===== config.mk =====
export PLATFORM = sky130hd
export DESIGN_NAME = enc_16x4_seq
export DESIGN_NICKNAME = d
export VERILOG_FILES = /design/src/rtl/enc_pkg.sv /design/src/rtl/enc_16x4_seq_onehot_check.sv /design/src/rtl/enc_16x4_seq.sv
export SDC_FILE = /design/constraint.sdc
export NUM_CORES = 1
export LEC_CHECK = 0
export CAP_MARGIN = 20
export CORE_MARGIN = 8
export CORE_UTILIZATION = 40
export DETAILED_ROUTE_END_ITERATION = 10
export GPL_TIMING_DRIVEN = 0
export PLACE_DENSITY = 0.74
export SLEW_MARGIN = 20
export SYNTH_ARGS = -nofsm -noshare
export SYNTH_HDL_FRONTEND = slang
export SYNTH_SLANG_ARGS = --single-unit

===== constraint.sdc =====
create_clock -name clk -period 2.7 [get_ports clk]
set_input_delay 0.405 -clock clk [delete_from_list [all_inputs] [get_ports clk]]
set_output_delay 0.405 -clock clk [all_outputs]
set_load 0.05 [all_outputs]

===== src/rtl/enc_pkg.sv =====
// Shared constants, FSM state type and encode helper
// for the 16-to-4 sequential priority encoder.
package enc_pkg;

  localparam int DEC_N  = 16;
  localparam int CODE_W = 4;

  typedef enum logic {
    EMPTY = 1'b0,
    FULL  = 1'b1
  } state_e;

  // Index of the highest set bit; 0 when no bit is set.
  function automatic logic [CODE_W-1:0] hsb_idx(
    input logic [DEC_N-1:0] d
  );
    hsb_idx = '0;
    for (int i = 0; i < DEC_N; i++) begin
      if (d[i]) hsb_idx = CODE_W'(i);
    end
  endfunction

endpackage


===== src/rtl/enc_16x4_seq_onehot_check.sv =====
// Combinational one-hot check: highest-bit code,
// all-zero flag and multiple-bits-set flag.
module onehot_check
  import enc_pkg::*;
(
  input  logic [DEC_N-1:0]  d,
  output logic [CODE_W-1:0] code,
  output logic              zero,
  output logic              multi
);

  logic [DEC_N-1:0] d_m1;

  always_comb begin
    d_m1  = d - DEC_N'(1);
    code  = hsb_idx(d);
    zero  = (d == '0);
    // Clearing the lowest set bit leaves something only if 2+ were set.
    multi = ((d & d_m1) != '0);
  end

endmodule


===== src/rtl/enc_16x4_seq.sv =====
// Registered 16-to-4 priority encoder with valid/ready
// handshake, one-hot fault flags and saturating fault counter.
module enc_16x4_seq
  import enc_pkg::*;
#(
  parameter int CNT_W = 8
) (
  input  logic             clk,
  input  logic             rst,
  input  logic [15:0]      D,
  input  logic             in_valid,
  output logic             in_ready,
  output logic             X,
  output logic             Y,
  output logic             Z,
  output logic             W,
  output logic             out_valid,
  input  logic             out_ready,
  output logic             fault,
  output logic             multi,
  output logic [CNT_W-1:0] fault_cnt,
  output logic             fault_sticky,
  input  logic             clr
);

  state_e state_q, state_d;

  logic [CODE_W-1:0] code_q, code_d;
  logic              fault_q, fault_d;
  logic              multi_q, multi_d;
  logic [CNT_W-1:0]  cnt_q, cnt_d;
  logic              sticky_q, sticky_d;

  logic [CODE_W-1:0] enc_code;
  logic              enc_zero;
  logic              enc_multi;
  logic              enc_fault;
  logic              accept;

  onehot_check u_chk (
    .d     (D),
    .code  (enc_code),
    .zero  (enc_zero),
    .multi (enc_multi)
  );

  assign enc_fault = enc_zero | enc_multi;
  assign accept    = in_valid & in_ready;

  always_ff @(posedge clk) begin
    if (rst) state_q <= EMPTY;
    else     state_q <= state_d;
  end

  always_comb begin
    state_d = state_q;
    unique case (state_q)
      EMPTY: begin
        if (accept) state_d = FULL;
      end
      FULL: begin
        if (accept)         state_d = FULL;
        else if (out_ready) state_d = EMPTY;
      end
      default: state_d = EMPTY;
    endcase
  end

  // Ready never looks at in_valid, so no valid->ready loop.
  always_comb begin
    in_ready  = ~rst & ((state_q == EMPTY) | out_ready);
    out_valid = (state_q == FULL);
  end

  always_comb begin
    code_d  = code_q;
    fault_d = fault_q;
    multi_d = multi_q;
    if (accept) begin
      code_d  = enc_code;
      fault_d = enc_fault;
      multi_d = enc_multi;
    end
  end

  // clr takes priority over a same-cycle faulty accept.
  always_comb begin
    cnt_d    = cnt_q;
    sticky_d = sticky_q;
    if (clr) begin
      cnt_d    = '0;
      sticky_d = 1'b0;
    end else if (accept & enc_fault) begin
      sticky_d = 1'b1;
      if (cnt_q != '1) cnt_d = cnt_q + CNT_W'(1);
    end
  end

  always_ff @(posedge clk) begin
    if (rst) begin
      code_q   <= '0;
      fault_q  <= 1'b0;
      multi_q  <= 1'b0;
      cnt_q    <= '0;
      sticky_q <= 1'b0;
    end else begin
      code_q   <= code_d;
      fault_q  <= fault_d;
      multi_q  <= multi_d;
      cnt_q    <= cnt_d;
      sticky_q <= sticky_d;
    end
  end

  assign X            = code_q[3];
  assign Y            = code_q[2];
  assign Z            = code_q[1];
  assign W            = code_q[0];
  assign fault        = fault_q;
  assign multi        = multi_q;
  assign fault_cnt    = cnt_q;
  assign fault_sticky = sticky_q;

endmodule


# [Word-level counts from Yosys, hierarchy flattened]
# Index checks and enable logic that the tools add are counted.
[totals] in_bits=21 out_inout_bits=17 regBits=16
[op_classes] add_sub_neg=2 bitwise=8 n_eq_ne=1 muxes=19 reduce_logical=4
[ops] operator="two-way mux 4 bit" n=8
[ops] operator="bitwise AND 16 bit" n=1
[ops] operator="logical NOT 16 bit" n=1
[ops] operator="nonzero test 16 bit" n=1
[ops] operator="subtractor 16 x 1 -> 16 bit (second input constant)" n=1
[ops] operator="two-way mux 3 bit" n=4
[ops] operator="adder 8 x 1 -> 8 bit (second input constant)" n=1
[ops] operator="inequality test 8 bit (second input constant)" n=1
[ops] operator="two-way mux 1 bit" n=4
[ops] operator="two-way mux 2 bit" n=2
[ops] operator="bitwise AND 1 bit" n=3
[ops] operator="NOT 1 bit" n=2
[ops] operator="bitwise OR 1 bit" n=2
[ops] operator="case mux 1 bit (2 select lines)" n=1
[ops] operator="AND reduction 2 bit" n=1
[ops] operator="OR reduction 2 bit" n=1

# [Longest topological paths before layout]
# Gate-level depths: netlist of run 1.
[logic_depth] ltp_word=15 mapped_depth=8 ltp_nobuf=7

# [By module]
# A second synthesis of run 1 with hierarchy kept.
[unflattened] cells_unflattened=131 area_unflattened_um2=1063.5
[by_module_without_submodules] mod="enc_16x4_seq" cells_each=87 area_each_um2=754.5 instances=1
[by_module_without_submodules] mod="onehot_check" cells_each=44 area_each_um2=309.0 instances=1

# [Worst setup path before layout of run 1]
# OpenSTA, ideal clock, no wires.
[synth_timing] path_kind="reg2reg" from="reg state_q, in the netlist out_valid" to="reg cnt_q[3], in the netlist fault_cnt[3]" required_time_ns=2.628 path_stages_with_launch=9 arrival_ns=2.508 path_slack_ns=0.121 synth_period_minus_slack_ns=2.579 setup_time_ns=0.072 cell_sequence="dfxtp_1 > nor2b_1 > nor2_1 > and2_1 > clkbuf_1 > nand2_1 > a21oi_2 > and3_1 > mux2i_1"
[synth_between] elab_chain_cells=6
[synth_lines] element="start, declared" line_no="enc_16x4_seq.sv:26" rtl="state_e state_q, state_d;"
[synth_lines] element="start signal, assigned" line_no="enc_16x4_seq.sv:52" rtl="else state_q <= state_d;"
[synth_lines] element="NOT 1 bit"
[synth_lines] element="bitwise OR 1 bit" line_no="enc_16x4_seq.sv:71" rtl="in_ready = ~rst & ((state_q == EMPTY) | out_ready);"
[synth_lines] element="bitwise AND 1 bit" line_no="enc_16x4_seq.sv:71"
[synth_lines] element="via in_ready" line_no="enc_16x4_seq.sv:12" rtl="output logic in_ready,"
[synth_lines] element="bitwise AND 1 bit" line_no="enc_16x4_seq.sv:48" rtl="assign accept = in_valid & in_ready;"
[synth_lines] element="bitwise AND 1 bit" line_no="enc_16x4_seq.sv:93" rtl="end else if (accept & enc_fault) begin"
[synth_lines] element="AND reduction 2 bit (no line)"
[synth_lines] element="end signal, assigned" line_no="enc_16x4_seq.sv:110" rtl="cnt_q <= cnt_d;"
[synth_lines] element="end, declared" line_no="enc_16x4_seq.sv:31" rtl="logic [CNT_W-1:0] cnt_q, cnt_d;"
# The timed path passes the listed nets, and every way through them passes these cells.
# A chain may end at the register's enable or synchronous reset.

# [Worst setup path in the final report of run 1]
[layout_timing] from="in D[5]" to="reg cnt_q[5], in the netlist fault_cnt[5]"
[layout_between] elab_chain_cells=6 elab_cells_between_ends=7 classes_between="add/sub: 1; bitwise: 3; reduce/logical: 3"
[layout_lines] element="start, declared" line_no="enc_16x4_seq.sv:10" rtl="input logic [15:0] D,"
[layout_lines] element="subtractor 16 x 1 -> 16 bit" line_no="enc_16x4_seq_onehot_check.sv:15" rtl="d_m1 = d - DEC_N'(1);"
[layout_lines] element="bitwise AND 16 bit" line_no="enc_16x4_seq_onehot_check.sv:19" rtl="multi = ((d & d_m1) != '0);"
[layout_lines] element="nonzero test 16 bit" line_no="enc_16x4_seq_onehot_check.sv:19"
[layout_lines] element="bitwise OR 1 bit *" line_no="enc_16x4_seq.sv:47" rtl="assign enc_fault = enc_zero | enc_multi;"
[layout_lines] element="bitwise AND 1 bit *" line_no="enc_16x4_seq.sv:93"
[layout_lines] element="AND reduction 2 bit (no line) *"
# Mark *: on every way between the ends. The rest lies on a longest branch, timed or not.

==> results of run 1 <==
[logic make-up (layout without fill, tap and decap cells)]
family | Yosys count | after routing | share of synthesized area (%)
compound gates | 38 | 38 | 27.3
mux | 3 | 3 | 2.97
buf+inv | 7 | 49 | 2.60
simple gates | 56 | 56 | 31.4
fa+ha+maj | 3 | 3 | 3.21
flops | 16 | 16 | 31.6
xor+xnor | 1 | 1 | 0.865
[sequential cells by signal, summed over array words and instances (netlist names)]
signal / cells
fault_cnt: 8
code_q: 4
fault: 1
fault_sticky: 1
multi: 1
out_valid: 1
[report_power, final]
group          leakage, nW  internal [W]  switching [W]  total (W)
clock network       0.0138     0.0000517      0.0000710   0.000123
logic                0.417     0.0000672      0.0000957   0.000163
registers            0.131      0.000246     0.00000539   0.000251
[repair_timing]
item	CTS	global route
endpoints found under the setup margin	0	5
gates resized for setup	0	3
hold buffers	0	0
buffers inserted	0	2
[cells in the mapped netlist (all sizes together), types with 3 or more instances]
library cell	count	area share [%]
dfxtp	16	32
nor2	12	5.2
a21oi	11	5.8
nand2	11	4.1
o21ai	8	4.0
nor3	7	3.5
and3	6	3.7
inv	5	1.9
nand3	4	2.0
or3	4	2.5
a31oi	3	1.9
mux2i	3	3.0
[per-layer routing]
layer | GRT usage, % | up-vias | wire (um)
li1 | - | 548 | -
met5 | 0 | - | 0
met3 | 5.93 | 8 | 254
met2 | 22.9 | 48 | 1290
met4 | 4.53 | 0 | 51
met1 | 16.9 | 508 | 1250
[worst max-delay path, delay by kind of cell]
family	cells	cell delay (ps)
multiplexers	1	120
AND/OR/NAND/NOR	3	930
AO/OA/AOI/OAI	3	620
buffers and inverters	2	690
[final timing paths]
check             slack, ps       from  cells past startpoint           end
setup reg to reg        830  out_valid                      8  fault_cnt[5]
hold reg to reg         460  code_q[1]                      2     code_q[1]
hold / removal          460  code_q[1]                      2     code_q[1]
setup / recovery        100       D[5]                      9  fault_cnt[5]
[layout by cell type (no fill, tap or decap), types with 2 or more instances in the layout]
cell             instances
clkdlybuf4s50_1         35
dfxtp_1                 16
nor2_1                  11
nand2_1                 11
a21oi_1                 10
o21ai_0                  8
nor3_1                   7
and3_1                   6
inv_1                    5
nand3_1                  4
or3_1                    4
a31oi_1                  3
mux2i_1                  3
clkbuf_4                 3
or4_4                    2
maj3_1                   2
o31ai_1                  2
o21a_1                   2
and2_1                   2
clkbuf_1                 2
a31o_2                   2
o21bai_1                 2
dlymetal6s2s_1           2
buf_4                    2
[per-stage QoR]
stage | util (%) | total power [W] | hold WS [ps] | area, sq um | instances
after floorplan | - | 0.000343 | 482 | 1010 | 124
final | 60.4 | 0.000537 | 462 | 1470 | 196
after global placement | 58.4 | 0.000416 | 450 | 1420 | 191
after CTS | 59.3 | 0.000543 | 467 | 1440 | 194
after global routing | 60.4 | 0.000566 | 518 | 1470 | 196
after detailed placement | 58.4 | 0.000419 | 454 | 1420 | 191
[layout make-up]
type	instances	area (sq um)	area share (%)
multi-input combinational	101	673	45.8
clock buffer	3	22.5	1.53
buffer	2	7.51	0.511
tap	30	37.5	2.55
sequential	16	320	21.8
inverter	5	18.8	1.28
timing repair buffer	39	390	26.6
==> flow_summary.yaml, run 1 <==
cells_and_area:
  drive_gt1_share_pct: 9.04
  area_growth_syn_to_layout_pct: 45.2
  diodes: 0
  fillers: 222
  final_nets: 190
global_route:
  grt_max_degree: 11
  grt_pass1_wl_mm: 5.11
  overflow: 0
  grt_use_total_pct: 14.3
  grt_pass1_vias: 1145
  antenna_found_initial: 0
timing:
  tns_ps: 0
  tightest_slew_ps: 545
  setup_viol: 0
  timing.final.crit_share_pct: 96.5
  finalHoldViolations: 0
  rsz0062_at_grt: "no"
  finClkSkew_ps: 5.07
  fmax_mhz: 384
  finalMaxSlewViolations: 0
  worst_slack_ps: 95.5
  fin_crit_ps: 2600
  relSlewSlack_pct: 63.5
setup_path:
  arrival_ps: 2770
  startpoint_type: "primary input"
  cp-end-kind: "flop"
  critPathSlowestCell: "or4_4"
  path_max_fanout: 10
  cpPeakStageDelay_ps: 580
  critPathRequiredTime_ps: 2870
  worstPathCellList: "clkdlybuf4s50_1 > or4_4 > nor2_4 > o211ai_4 > a2111oi_4 > buf_4 > a21oi_4 > and3_1 > mux2i_1"
  setup.worst_path.class: "in2reg"
die:
  ioPinCount: 38
  core-area_sq_um: 2430
  start_util_pct: 41.6
  die_area_sq_um: 4400
  die_w_um: 66.3
  fp-row-count: 18
  die_y_um: 66.3
power_and_ir_drop:
  ir_worst_vdd_uv: 376
  p_leak_nw: 0.561
  power.density_nw_per_um2: 365
cts:
  clock_sinks: 16
  cts_buffers: 3
  cts-htree-levels: 1
  clk_path_buf_depth: 2
  tritoncts: "done"
  cts_root_buf: "clkbuf_4"
  clkLatencyLatePin_ps: 280
  clk_pin_slew_ps: 90
routing:
  wl_per_cell_um: 14.5
  drc: 0
  vias: 1112
  ant_nets: 0
  drtIter0Drc: 52
  drt_pass1_iterations: 4
  drt-vias-per-instance: 5.67
  drt_wl_total_mm: 2.85
job:
  drv_cap: 0
run_status:
  status: "finished clean"
place:
  dp_hpwl_mm: 2.28
  portBuffers: 37
  pre_cts_ws_ps: -210
  place.gp.congestion: 0.798
synthesis:
  yosysSeqAreaShare_pct: 31.6
  synth_flop_cell: "dfxtp_1"
  async_flop_share_pct: 0
  syn_area_sq_um: 1010
  yosysWarnings: 0
  syn_inst: 124
  syn_avg_cell_area_sq_um: 8.16
  synth_edf_count: 0
  ys_ff_latch: 16
  syn-num-nets: 146
  yosysUniqueCellTypes: 40
hold_path:
  min_path_type: "reg2reg"
Power figures use the tool's default switching activity.
==> run 2, diff against run 1 <==
--- a/config.mk
+++ b/config.mk
@@ -9,8 +9,8 @@
 export CORE_MARGIN = 8
 export CORE_UTILIZATION = 40
 export DETAILED_ROUTE_END_ITERATION = 10
-export GPL_TIMING_DRIVEN = 0
 export PLACE_DENSITY = 0.74
+export REMOVE_ABC_BUFFERS = 1
 export SLEW_MARGIN = 20
 export SYNTH_ARGS = -nofsm -noshare
 export SYNTH_HDL_FRONTEND = slang
==> run 2 against run 1 <==
- global-route usage decreased by 0.54 points
- clock-buffer cell count increased by 1
- cell count is 6.1% higher
- first-iteration DRC count shrank 3.8%
- worst setup slack gained 82 ps
- utilization grew 3.7 points
- die area unchanged
- critical path type unchanged
- critical endpoint is now fault_cnt[6]
- largest power group unchanged
==> flow_summary.yaml, run 2 (same netlist as run 1, synthesis figures left out) <==
cts:
  cts_buffers: 3
  cts_root_buf: "clkbuf_4"
  tritoncts: "done"
  clock_sinks: 16
  cts_resized: 0
  clkLatencyLatePin_ps: 290
  ctsHoldBuffers: 0
  cts-htree-levels: 1
  clk_pin_slew_ps: 90
  cts_setup_buffers: 0
  clk_path_buf_depth: 2
routing:
  drt_pass1_iterations: 4
  vias: 1157
  drt_wl_total_mm: 3.07
  drc: 0
  ant_nets: 0
  drt-vias-per-instance: 5.56
  drtIter0Drc: 50
  wl_per_cell_um: 14.8
global_route:
  grt.busiest_layer: "met2"
  grt_pass1_vias: 1117
  grt_use_met2_pct: 23.6
  antenna_found_initial: 0
  met3_usage_pct: 7.29
  grt_pass1_wl_mm: 4.90
  overflow: 0
  grt_max_degree: 12
  grtUsageMet1_pct: 14.6
  grt_use_total_pct: 13.8
setup_path:
  critPathSlowestCell: "or4_4"
  rr_worst_depth: 7
  cp-end-kind: "flop"
  path_delay_family: "compound AO/OA/AOI/OAI gates"
  arrival_ps: 2710
  crit_top_cell: "a21oi_1"
  rrSetupSlack_ps: 880
  worstReg2RegStart: "fault_cnt[0]"
  setup.worst_path.class: "in2reg"
  worstPathCellList: "clkdlybuf4s50_1 > or4_4 > nor2_4 > a22oi_1 > a2111oi_4 > a21oi_1 > a21oi_1 > and3b_1"
  path_max_fanout: 4
  startpoint_type: "primary input"
  critPathRequiredTime_ps: 2880
  cpPeakStageDelay_ps: 570
  critPathBufInv: 1
  r2r_end: "fault_cnt[3]"
power_and_ir_drop:
  cell_internal_pwr_w: 0.000405
  sequentialPowerShare_pct: 43.1
  power.density_nw_per_um2: 374
  p_sw_w: 0.000179
  p_leak_nw: 0.610
  clockPowerShare_pct: 26.9
  p_comb_share_pct: 30.0
  switching_share_pct: 30.6
  ir_worst_vdd_uv: 288
timing:
  tightest_slew_ps: 549
  fin_hold_ws_ps: 469
  fmax_mhz: 396
  timing.final.crit_share_pct: 93.4
  relSlewSlack_pct: 63.2
  rsz0062_at_grt: "no"
  fin_crit_ps: 2520
  finalHoldViolations: 0
  finClkSkew_ps: 6.79
  setup_viol: 0
  finalMaxSlewViolations: 0
cells_and_area:
  drive_gt1_share_pct: 16.9
  final_nets: 201
  area_growth_syn_to_layout_pct: 54.0
  fillers: 219
  diodes: 0
  layout_commonest_cell: "clkdlybuf4s50_1"
  instances_no_fill: 208
  largest_reg_flops: 8
  layout_common_cells: "clkdlybuf4s50_1 (36), dfxtp_1 (16), buf_4 (16)"
run_status:
  status: "finished clean"
place:
  portBuffers: 37
  dp_cells: 204
  dp_hpwl_mm: 2.46
  place.gp.congestion: 0.819
hold_path:
  min-delay-start: "code_q[1]"
  holdPathStages: 2
  hold_end: "code_q[1]"
  min_path_type: "reg2reg"
die:
  die_y_um: 66.3
  fp-row-count: 18
  ioPinCount: 38
  die_area_sq_um: 4400
  core-area_sq_um: 2430
  die_w_um: 66.3
  start_util_pct: 41.6
job:
  drv_cap: 0
==> run 2: cell count changes in the layout (fill, tap and decap cells not counted), sizes merged <==
| cell | delta |
|---|---|
| buf | +14 |
| dlymetal6s2s | -2 |
| clkbuf | -1 |
| clkdlybuf4s50 | +1 |
==> run 2: metrics by stage <==
stage	power [W]	worst slack [ps]	util, %	cell area, sq um	TNS, ps
finish	0.000584	177	64.1	1560	0
global route	0.000609	92.2	64.1	1560	0
CTS	0.000586	195	64.1	1560	0
detailed placement	0.000432	-108	62.6	1520	-286
global placement	0.000428	-23.8	62.6	1520	-23.8
floorplan	0.000341	214	-	1000	0
==> run 2: worst register-to-register path, cell delays in order, from the launching register on <==
cell and delay, ps:
dfxtp_1 360, ha_1 260, and3_1 220, nand3_1 100, nand2_1 60, a21oi_2 330, and3_1 250, mux2i_1 190
==> run 2: final cells by class <==
cell class                      count  area (sq um)  share of cell area (%)
Tap cell                           30          37.5                    2.41
Timing Repair Buffer               52           480                    30.8
Inverter                            5          18.8                    1.20
Clock buffer                        4          36.3                    2.33
Multi-Input combinational cell    101           666                    42.7
Sequential cell                    16           320                    20.5
==> run 2: how the worst max path moves through the flow <==
stage                    from  cells past startpoint      endpoint
finish                   D[2]                      8  fault_cnt[6]
global route             D[2]                      8  fault_cnt[3]
global placement         D[2]                      8  fault_cnt[6]
CTS                      D[2]                      8  fault_cnt[6]
detailed placement       D[2]                      8  fault_cnt[6]
floorplan           out_valid                      7  fault_cnt[3]
==> run 2: routing by layer <==
metal / vias to the layer above / share of wire (%)
met2: 36 / 48
met1: 546 / 42
li1: 575 / -
met4: 0 / 0
met5: - / 0
met3: 0 / 10
==> run 2: power by group through the flow <==
stage               registers [W]  clock network [W]   logic, W
CTS                      0.000252           0.000158   0.000175
global route             0.000253           0.000169   0.000187
floorplan                0.000291                  0  0.0000494
detailed placement       0.000257                  0   0.000175
finish                   0.000252           0.000157   0.000175
global placement         0.000257                  0   0.000172
